<file path="src/rtl/serial_full_adder_if.sv">
`default_nettype none
// ============================================================================
// Module      : serial_full_adder_if
// Description : Operand/result bundle for the bit-serial adder. The
//               requester drives start/a/b/cin and reads back the
//               busy/done/sum/cout status.
// Ports       : (interface signals)
//                  start  request to begin an addition
//                  a, b   WIDTH-bit operands
//                  cin    carry-in
//                  busy   adder is shifting
//                  done   one-cycle completion pulse
//                  sum    WIDTH-bit registered result
//                  cout   registered carry-out
//               modport master : requester side
//               modport slave  : adder side
// Revision    : 1.0 - initial release
// ============================================================================
interface serial_full_adder_if #(
   parameter int WIDTH = 8
);
   logic             start;
   logic [WIDTH-1:0] a;
   logic [WIDTH-1:0] b;
   logic             cin;
   logic             busy;
   logic             done;
   logic [WIDTH-1:0] sum;
   logic             cout;

   modport master (
      output start, a, b, cin,
      input  busy, done, sum, cout
   );

   modport slave (
      input  start, a, b, cin,
      output busy, done, sum, cout
   );
endinterface
`default_nettype wire

</file>
<file path="src/rtl/serial_full_adder.sv">
`default_nettype none
// ============================================================================
// Module      : serial_full_adder
// Description : Bit-serial WIDTH-bit adder. One full-adder cell is evaluated
//               per clock, LSB first, with a registered carry. The result is
//               loaded into the output registers on the completing edge only,
//               so sum/cout hold the previous result during an operation.
// Ports       : clk    rising-edge clock
//               rst_n  asynchronous active-low reset
//               bus    serial_full_adder_if.slave
//                        in : start, a, b, cin
//                        out: busy, done, sum, cout
// Parameters  : WIDTH  operand/sum width, 1..32 (must match bus WIDTH)
// Revision    : 1.0 - initial release
// ============================================================================
module serial_full_adder #(
   parameter int WIDTH = 8
) (
   input  logic                 clk,
   input  logic                 rst_n,
   serial_full_adder_if.slave   bus
);

   // Counter is one bit wider than clog2 so WIDTH=1 still gets a 1-bit counter.
   localparam int              c_CW   = $clog2(WIDTH) + 1;
   localparam logic [c_CW-1:0] c_LAST = c_CW'(WIDTH - 1);

   localparam logic [1:0] c_ST_IDLE  = 2'd0;
   localparam logic [1:0] c_ST_SHIFT = 2'd1;
   localparam logic [1:0] c_ST_DONE  = 2'd2;

   logic [1:0]       r_state;
   logic [WIDTH-1:0] r_a_sr;
   logic [WIDTH-1:0] r_b_sr;
   logic [WIDTH-1:0] r_sum_sr;
   logic             r_carry;
   logic [c_CW-1:0]  r_count;
   logic [WIDTH-1:0] r_sum;
   logic             r_cout;

   logic             w_s;
   logic             w_c_next;
   logic [WIDTH-1:0] w_sum_next;

   // Single full-adder cell operating on the current LSBs.
   assign w_s      = r_a_sr[0] ^ r_b_sr[0] ^ r_carry;
   assign w_c_next = (r_a_sr[0] & r_b_sr[0]) |
                     (r_a_sr[0] & r_carry)   |
                     (r_b_sr[0] & r_carry);

   // New sum bit enters at the MSB; after WIDTH shifts the first bit computed
   // has walked down to bit 0. Written as shift/OR so WIDTH=1 needs no slice.
   assign w_sum_next = (r_sum_sr >> 1) | (WIDTH'(w_s) << (WIDTH - 1));

   always_ff @(posedge clk or negedge rst_n) begin
      if (!rst_n) begin
         r_state  <= c_ST_IDLE;
         r_a_sr   <= '0;
         r_b_sr   <= '0;
         r_sum_sr <= '0;
         r_carry  <= 1'b0;
         r_count  <= '0;
         r_sum    <= '0;
         r_cout   <= 1'b0;
      end else begin
         case (r_state)
            c_ST_IDLE: begin
               if (bus.start) begin
                  r_a_sr   <= bus.a;
                  r_b_sr   <= bus.b;
                  r_carry  <= bus.cin;
                  r_count  <= '0;
                  r_sum_sr <= '0;
                  r_state  <= c_ST_SHIFT;
               end
            end
            c_ST_SHIFT: begin
               r_a_sr   <= r_a_sr >> 1;
               r_b_sr   <= r_b_sr >> 1;
               r_sum_sr <= w_sum_next;
               r_carry  <= w_c_next;
               r_count  <= r_count + 1'b1;
               if (r_count == c_LAST) begin
                  r_sum   <= w_sum_next;
                  r_cout  <= w_c_next;
                  r_state <= c_ST_DONE;
               end
            end
            c_ST_DONE: begin
               r_state <= c_ST_IDLE;
            end
            default: begin
               r_state <= c_ST_IDLE;
            end
         endcase
      end
   end

   // Status flags decode the state register directly, so they stay glitch-free
   // and have no path from the request inputs.
   assign bus.busy = (r_state == c_ST_SHIFT);
   assign bus.done = (r_state == c_ST_DONE);
   assign bus.sum  = r_sum;
   assign bus.cout = r_cout;

endmodule
`default_nettype wire

</file>
<file path="src/flat_wrapper.sv">
// flat-port wrapper written by rule: the top's interface ports become plain ports
module serial_full_adder_flat 
#(
   parameter int WIDTH = 8
)
  (clk, rst_n, bus_start, bus_a, bus_b, bus_cin, bus_busy, bus_done, bus_sum, bus_cout);
  serial_full_adder_if #(.WIDTH(WIDTH)) bus_i ();
  input  logic clk;
  input  logic rst_n;
  input wire logic [$bits(bus_i.start)-1:0] bus_start;
  input wire logic [$bits(bus_i.a)-1:0] bus_a;
  input wire logic [$bits(bus_i.b)-1:0] bus_b;
  input wire logic [$bits(bus_i.cin)-1:0] bus_cin;
  output wire logic [$bits(bus_i.busy)-1:0] bus_busy;
  output wire logic [$bits(bus_i.done)-1:0] bus_done;
  output wire logic [$bits(bus_i.sum)-1:0] bus_sum;
  output wire logic [$bits(bus_i.cout)-1:0] bus_cout;
  assign bus_i.start = bus_start;
  assign bus_i.a = bus_a;
  assign bus_i.b = bus_b;
  assign bus_i.cin = bus_cin;
  assign bus_busy = bus_i.busy;
  assign bus_done = bus_i.done;
  assign bus_sum = bus_i.sum;
  assign bus_cout = bus_i.cout;
  serial_full_adder #(.WIDTH(WIDTH)) u_core (.clk(clk), .rst_n(rst_n), .bus(bus_i));
endmodule
</file>
<file path="config.mk">
export PLATFORM = sky130hd
export DESIGN_NAME = serial_full_adder_flat
export DESIGN_NICKNAME = d
export VERILOG_FILES = /design/src/rtl/serial_full_adder_if.sv /design/src/rtl/serial_full_adder.sv /design/src/flat_wrapper.sv
export SDC_FILE = /design/constraint.sdc
export NUM_CORES = 1
export LEC_CHECK = 0
export CAP_MARGIN = 20
export CORE_MARGIN = 2
export CORE_UTILIZATION = 40
export DETAILED_ROUTE_END_ITERATION = 8
export PLACE_DENSITY = 0.68
export SETUP_SLACK_MARGIN = 0.05
export SYNTH_ARGS = -nofsm -noshare
export SYNTH_HDL_FRONTEND = slang
export SYNTH_SLANG_ARGS = --single-unit
</file>
<file path="constraint.sdc">
create_clock -name clk -period 2.8 [get_ports clk]
set_clock_uncertainty 0.2 [all_clocks]
set_input_delay 0.42 -clock clk [delete_from_list [all_inputs] [get_ports clk]]
set_output_delay 0.42 -clock clk [all_outputs]
set_load 0.05 [all_outputs]
</file>
; ---- After elaboration in Yosys (flattened, before gate mapping)
; Cells that the tools add are included.
[totals]
register_bits = 40
latch_bits = 0
ram_bits = 0
mem_bits_ro = 0
in_bits = 20
out_inout_bits = 11
word_cells = 40
mem_count = 0
[op_classes]
addsub = 1
mul = 0
n_div = 0
order_cmp = 0
n_eq_ne = 5
n_shift = 0
mux = 13
n_bitwise = 8
n_reduce_logical = 5
[ops]
columns = cell, count
row1 = 8-bit one-hot mux with 2 select lines, 3
row2 = 8-bit two-way mux, 3
row3 = 7-bit by 8-bit OR with 8-bit output, 1
row4 = 4-bit one-hot mux with 2 select lines, 1
row5 = 2-bit AND reduction, 3
row6 = "4-bit by 1-bit adder with 4-bit output, second input constant", 1
row7 = "4-bit by 3-bit == test with 1-bit output, second input constant", 1
row8 = 2-bit two-way mux, 2
row9 = 4-bit two-way mux, 1
row10 = 2-bit one-hot mux with 2 select lines, 1
row11 = 1-bit bitwise AND, 3
row12 = "2-bit by 1-bit == test with 1-bit output, second input constant", 1
row13 = "2-bit == test, second input constant", 1
row14 = 2-bit zero test, 1
row15 = "2-bit by 1-bit inequality test with 1-bit output, second input constant", 1
row16 = "2-bit inequality test, second input constant", 1
row17 = 1-bit OR, 2
row18 = 1-bit one-hot mux with 2 select lines, 1
row19 = 2-bit nonzero test, 1
row20 = 1-bit bitwise XOR, 2
row21 = 1-bit two-way mux, 1

; ---- Logic depth before layout (Yosys ltp)
; Gate-level depths: netlist (run 1).
[logic_depth]
depth_word = 4
mapped_depth = 5
ltp_nobuf = 4

; ---- Worst setup path after synthesis (run 1)
; OpenSTA, ideal clock, no wires.
[synth_path]
path_type = register to output
from = reg u_core.r_state[0]
to = out bus_done
arrival_ns = 1.339
t_required_ns = 2.180
setup_slack_ns = 0.841
stages_incl_launch_ff = 4
path_buffers = 2
cell_sequence = dfrtp_1 -> buf_4 -> clkbuf_1 -> nor2_1
[synth_between]
elab_chain_cells = 1
[synth_lines]
columns = item, line_no
row1 = from (decl), serial_full_adder.sv:32  ; logic [1:0] r_state;
row2 = from (signal assigned), serial_full_adder.sv:57  ; r_state <= c_ST_IDLE;
row3 = from (signal assigned), serial_full_adder.sv:74  ; r_state <= c_ST_SHIFT;
row4 = from (signal assigned), serial_full_adder.sv:86  ; r_state <= c_ST_DONE;
row5 = 2-bit == test, serial_full_adder.sv:102  ; assign bus.done = (r_state == c_ST_DONE);
row6 = to (decl), flat_wrapper.sv:15  ; output wire logic [$bits(bus_i.done)-1:0] bus_done;
; No other way between the ends.

; ---- Final worst setup path (run 1)
[layout_path]
from = reg u_core.r_state[1]
to = out bus_done
; Same word-level chain as after synthesis.

==> impl_results.md, run 1 <==
* Status: complete, no violations
* Sequence of cells on the critical path: inv_1, nor2_1, clkdlybuf4s50_1
* Total gr overflow at 0
* First-pass GRT wire length at 6141 um
* Mapped Area at 1695 sq um
* Post-layout nets at 193
* ANT cells at 0
* Worst-path maximum fanout at 9
* Yosys warns at 0
* HP Class: input port to async pin
* Final Setup Violations at 0
* Detailed-route wire length per cell at 15.36 um
* Period minus WS final at 2.486 ns
* Buf/Inv on CP at 2
* IO Pins at 31
* Post-CTS Resized at 0
* Non-filler cells, final at 222
* Die X at 69.11 um
* Root Driver: clkbuf_8
* WS Path Type: flip-flop to output pin
* # rows at 23
* Placed cell count at 214
* Max_cap viols at 0
* Synth cell types at 27
* Slew Viols, Final at 0
* Placer Congestion at 0.7311
* Hold_buf cts at 0
* DRC at 0
* Pwr dens at 1094 nW/um^2
* Initial Utilization at 0.4208
* Max IR drop VDD at 0.0005776 V
* Post-synth EDFFs at 0
* Hold Vio Cnt, Final at 0
* Largest area contributor in the netlist: dfrtp_1
* Die area at 4776 sq um
* Primary FF master, synth: dfrtp_1
* Number of synthesized register bits at 39
* Count leader, synth: dfrtp_1
* Filler cells at 352
* Area Growth Syn to Fin at 27.45%
* Avg Inst Size Synth at 12.20 sq um
* Dpl cell area at 2028 sq um
* First DRT Iteration DRCs at 96
* Num Clock Sinks at 39
* List of most frequent post-synthesis cells: dfrtp_1, nand2_1, o21ai_0, a22oi_1
* Crit path required time at 2.18 ns
* Top cells by area, synth: dfrtp_1, mux2_4, a22oi_1
* Via count at 1,214
* Largest net degree at the start of global routing at 40
* Port Buffer Count at 30
* Worst slew margin at 0.4245
* Die span in y at 69.11 um
* Fin util at 0.5363
* Total CTS buffers at 5
* H-tree depth at 2
* DRT antenna net count at 0
* Fraction of post-synthesis cell area in the top cell type by area at 0.5756
* Post-synth ARST share at 1.000
* Setup TNS at 0 ns
* CTS Buffer Depth at 2
* Number of global-route vias before repair at 1,295
* Seq/Total Area, Yosys at 0.5756
* Clk slew on worst S/H paths at 0.07 ns
* Tot GR Track Use at 0.1609
* 1st-pass router iterations at 4
* Layout cells sized above 1 at 0.1628
* Net count after synthesis at 161
* Element type at the critical path end: output pin
* Vias per cell at 5.468
* Critical Path AT at 1.87 ns
* Floorplan core area at 4029 sq um
* Max incr delay on CP at 0.81 ns
* Pwr Total at 2.365 mW
* Leakage at 0.9485 nW
* Post-DP HPWL at 2371 um
* Critical path's slowest cell: clkdlybuf4s50_1
* CTS tree: built
* Initial antenna violation count at 0
* Period utilization at 0.8877
* Routed WL at 3411 um
* Setup Fix Bufs, Post-CTS at 0
* Fmax at 0.4023 GHz
* CP top delay family: buffers and inverters
* RSZ-0062 raised after global routing: no
* Worst setup SP type: flip-flop
* Syn Inst Count at 139
* Final instance area at 2161 sq um
* Worst-Margin Slew at 0.8633 ns
* Clock latency at the later pin of the worst-skew pair at 0.30 ns
sequential cells by signal (all words and copies together) (netlist names):
name             count
u_core.r_state       2
u_core.r_a_sr        8
u_core.r_count       4
u_core.bus.cout      1
u_core.r_carry       1
u_core.bus.sum       8
u_core.r_sum_sr      7
u_core.r_b_sr        8
layer usage:
layer	routed length, um	GRT usage	share of wire
met5	0	0	0
met1	1466	0.2076	0.43
met3	149	0.03801	0.044
met4	70	0.08279	0.021
met2	1725	0.2521	0.51
final timing paths:
check | from | endpoint | slack (ns) | cells after the start
worst min-delay path | rst_n | u_core.r_sum_sr[5] | 0.03 | 1
worst max-delay path | u_core.r_state[1] | bus_done | 0.31 | 3
worst min register to register | u_core.r_a_sr[4] | u_core.r_a_sr[4] | 0.29 | 2
max in group asynchronous | rst_n | u_core.r_state[1] | 1.82 | 1
min in group clk | u_core.r_a_sr[4] | u_core.r_a_sr[4] | 0.29 | 2
worst max register to register | u_core.r_state[1] | u_core.bus.cout | 0.88 | 4
power breakdown:
part	switching [mW]	internal (mW)	total [mW]
Sequential	0.152	0.768	0.920
Combinational	0.479	0.412	0.890
Clock	0.198	0.356	0.554
Total	0.829	1.54	2.36
area by class of cell:
class	instances	area (sq um)	area share
multi-input combinational	88	651.9	0.3017
clock buffer	6	72.57	0.03358
sequential	39	975.9	0.4517
clock inverter	2	60.06	0.02779
inverter	2	7.507	0.003474
timing repair buffer	35	330.3	0.1529
tap	50	62.56	0.02895
cell usage in the layout, fill, tap and decap left out, drive strengths merged:
cell            n
clkdlybuf4s50  28
nand4           1
nor2b           3
a211oi          1
buf             7
and3b           2
a22o            9
a32o            1
a31oi           1
a21oi           4
nand3           1
fa              1
inv             2
clkbuf          6
nor3b           1
nand2          17
bufinv          2
a22oi          13
o21bai          1
nor2            3
o21ai          16
dfrtp          39
ha              1
mux2           11
and2b           1
per-stage QoR:
stage / worst slack [ns] / hold slack, ns
floorplan: 0.8414 / -0.07559
global placement: 0.6633 / 0.2637
detailed placement: 0.6354 / 0.2735
CTS: 0.3048 / 0.05831
global route: 0.2374 / 0.1077
finish: 0.3144 / 0.03082
kinds of logic (layout without fill, tap and decap cells):
logic type | Yosys count | after routing | synth area share
compound gates | 46 | 46 | 0.1838
flops | 39 | 39 | 0.5756
simple gates | 29 | 29 | 0.08856
buf+inv | 12 | 45 | 0.03985
mux | 11 | 11 | 0.09299
fa+ha+maj | 2 | 2 | 0.01919
(Power assumes the default switching activity.)
==> inputs of run 2 (changes only) <==
--- a/config.mk
+++ b/config.mk
@@ -10,6 +10,7 @@
 export CORE_UTILIZATION = 40
 export DETAILED_ROUTE_END_ITERATION = 8
 export PLACE_DENSITY = 0.68
+export RECOVER_POWER = 50
 export SETUP_SLACK_MARGIN = 0.05
 export SYNTH_ARGS = -nofsm -noshare
 export SYNTH_HDL_FRONTEND = slang
==> run 2 against run 1 <==
Effect of this change:
- clock power is essentially flat
- critical path type unchanged
- the flow now finishes with violations (capacitance limit, slew limit)
- largest cell class unchanged
- routed wire length is 0.32% lower
- sequential share of layout area grew 0.26 points
- sequential power about the same
- cell area is 0.58% lower
- largest power group unchanged
- worst hold slack better by 0.26 ns
- critical path depth did not move
- non-clock buffer count stayed put
- register-to-register slack worse by 0.39 ns
- power shrank 0.41%
- first-iteration DRC count rose by 6.3%
==> impl_results.md, run 2 (synthesis gave the netlist of run 1 again) <==
* Status: finished, violations left
* Failing checks: capacitance limit, slew limit
* Initial antenna violation count at 0
* Fin util at 0.5332
* CTS Buffer Depth at 2
* Pwr Total at 2.355 mW
* Clk slew on worst S/H paths at 0.07 ns
* Post-DP HPWL at 2371 um
* Die span in y at 69.11 um
* Sequence of cells on the critical path: inv_1, nor2_1, clkdlybuf4s50_1
* Largest net degree at the start of global routing at 40
* Max IR drop VDD at 0.0005796 V
* Fmax at 0.4112 GHz
* Crit path required time at 2.18 ns
* Worst reg2reg path startpoint: u_core.r_state[1]
* Detailed-route wire length per cell at 15.32 um
* Layout cells sized above 1 at 0.1453
* Commonest non-fill, non-tap cell in the layout: dfrtp_1
* Worst-path maximum fanout at 9
* Filler cells at 356
* Die area at 4776 sq um
* Routed WL at 3400 um
* Floorplan core area at 4029 sq um
* Final Setup Violations at 0
* Worst slew margin at -0.3776
* Via count at 1,214
* Port Buffer Count at 30
* Number of global-route vias before repair at 1,295
* IO Pins at 31
* DRC at 0
* Period utilization at 0.8686
* Worst-Margin Slew at 2.066 ns
* Pwr dens at 1096 nW/um^2
* Placer Congestion at 0.7311
* Commonest cells after routing, fill and taps aside: dfrtp_1, clkdlybuf4s50_1, nand2_1
* Total gr overflow at 0
* Die X at 69.11 um
* Setup TNS at 0 ns
* First-pass GRT wire length at 6141 um
* DRT antenna net count at 0
* Setup slack, reg-to-reg at 0.49 ns
* WS Path Type: flip-flop to output pin
* HP Class: flip-flop to flip-flop
* Hold Vio Cnt, Final at 0
* Hold Startpoint: u_core.r_a_sr[4]
* Setup Fix Bufs, Post-CTS at 0
* Final instance area at 2148 sq um
* CTS tree: built
* Area Growth Syn to Fin at 26.72%
* Num Clock Sinks at 39
* Max_cap viols at 1
* Critical path's slowest cell: clkdlybuf4s50_1
* Critical Path AT at 1.81 ns
* Period minus WS final at 2.432 ns
* Hold WS at 0.2891 ns
* Tot GR Track Use at 0.1609
* Reg2Reg Depth at 4
* Total CTS buffers at 5
* H-tree depth at 2
* Post-CTS Resized at 0
* Leakage at 0.9319 nW
* Endpoint, Worst Hold: u_core.r_a_sr[4]
* Worst R2R End: u_core.bus.cout
* Clock latency at the later pin of the worst-skew pair at 0.29 ns
* RSZ-0062 raised after global routing: no
* Vias per cell at 5.468
* First DRT Iteration DRCs at 102
* ANT cells at 0
* Max incr delay on CP at 0.81 ns
* Post-layout nets at 193
* Hold_buf cts at 0
* Dpl cell area at 2028 sq um
* Root Driver: clkbuf_8
* 1st-pass router iterations at 4
* Initial Utilization at 0.4208
* Worst setup SP type: flip-flop
* # rows at 23
* Slew Viols, Final at 40
* WHS Path Cells at 2
* Element type at the critical path end: output pin
[run 2: changes by cell type in the layout (fill, tap and decap cells not counted)]
cell	change
buf_2	-1
clkbuf_1	+1
clkdlybuf4s50_1	-1
dlygate4sd3_1	+1
nor2b_1	+1
nor2b_4	-1
o21bai_1	+1
o21bai_2	-1
[run 2: how the worst max path moves through the flow]
stage | end | from | cells past startpoint
floorplan | bus_done | u_core.r_state[0] | 3
global placement | bus_done | u_core.r_state[1] | 3
detailed placement | bus_done | u_core.r_state[1] | 3
CTS | bus_done | u_core.r_state[1] | 3
global route | u_core.r_b_sr[3] | rst_n | 1
finish | bus_done | u_core.r_state[1] | 3
[run 2: layout make-up]
class                           count  area, sq um  share of cell area
Clock inverter                      2        60.06             0.02796
Inverter                            2        7.507            0.003494
Timing Repair Buffer               35        329.1              0.1532
Tap cell                           50        62.56             0.02912
Sequential cell                    39        975.9              0.4543
Clock buffer                        6        72.57             0.03378
Multi-Input combinational cell     88        640.6              0.2982
[run 2: worst max-delay path, delay by kind of cell (launching register included)]
kind                   cells  cell delay, ns
buffers and inverters      2            0.92
flip-flops                 1            0.48
AND/OR/NAND/NOR            1            0.11
[run 2: report_power, final]
group | internal (mW) | switching (mW) | total [mW]
Combinational | 0.404 | 0.479 | 0.883
Clock | 0.356 | 0.197 | 0.553
Sequential | 0.768 | 0.151 | 0.919
[run 2: per-stage QoR]
| step | worst slack (ns) | std cells |
|---|---|---|
| floorplan | 0.8414 | 139 |
| global placement | 0.6633 | 214 |
| detailed placement | 0.6354 | 214 |
| CTS | 0.3048 | 222 |
| global route | 0.2020 | 222 |
| finish | 0.3678 | 222 |
[run 2: routing by layer]
layer / track usage / wire length (um) / share of wire / vias up
li1: - / - / - / 561
met1: 0.2076 / 1456 / 0.43 / 608
met2: 0.2521 / 1721 / 0.51 / 38
met3: 0.03801 / 154 / 0.045 / 7
met4: 0.08279 / 68 / 0.020 / 0
met5: 0 / 0 / 0 / -
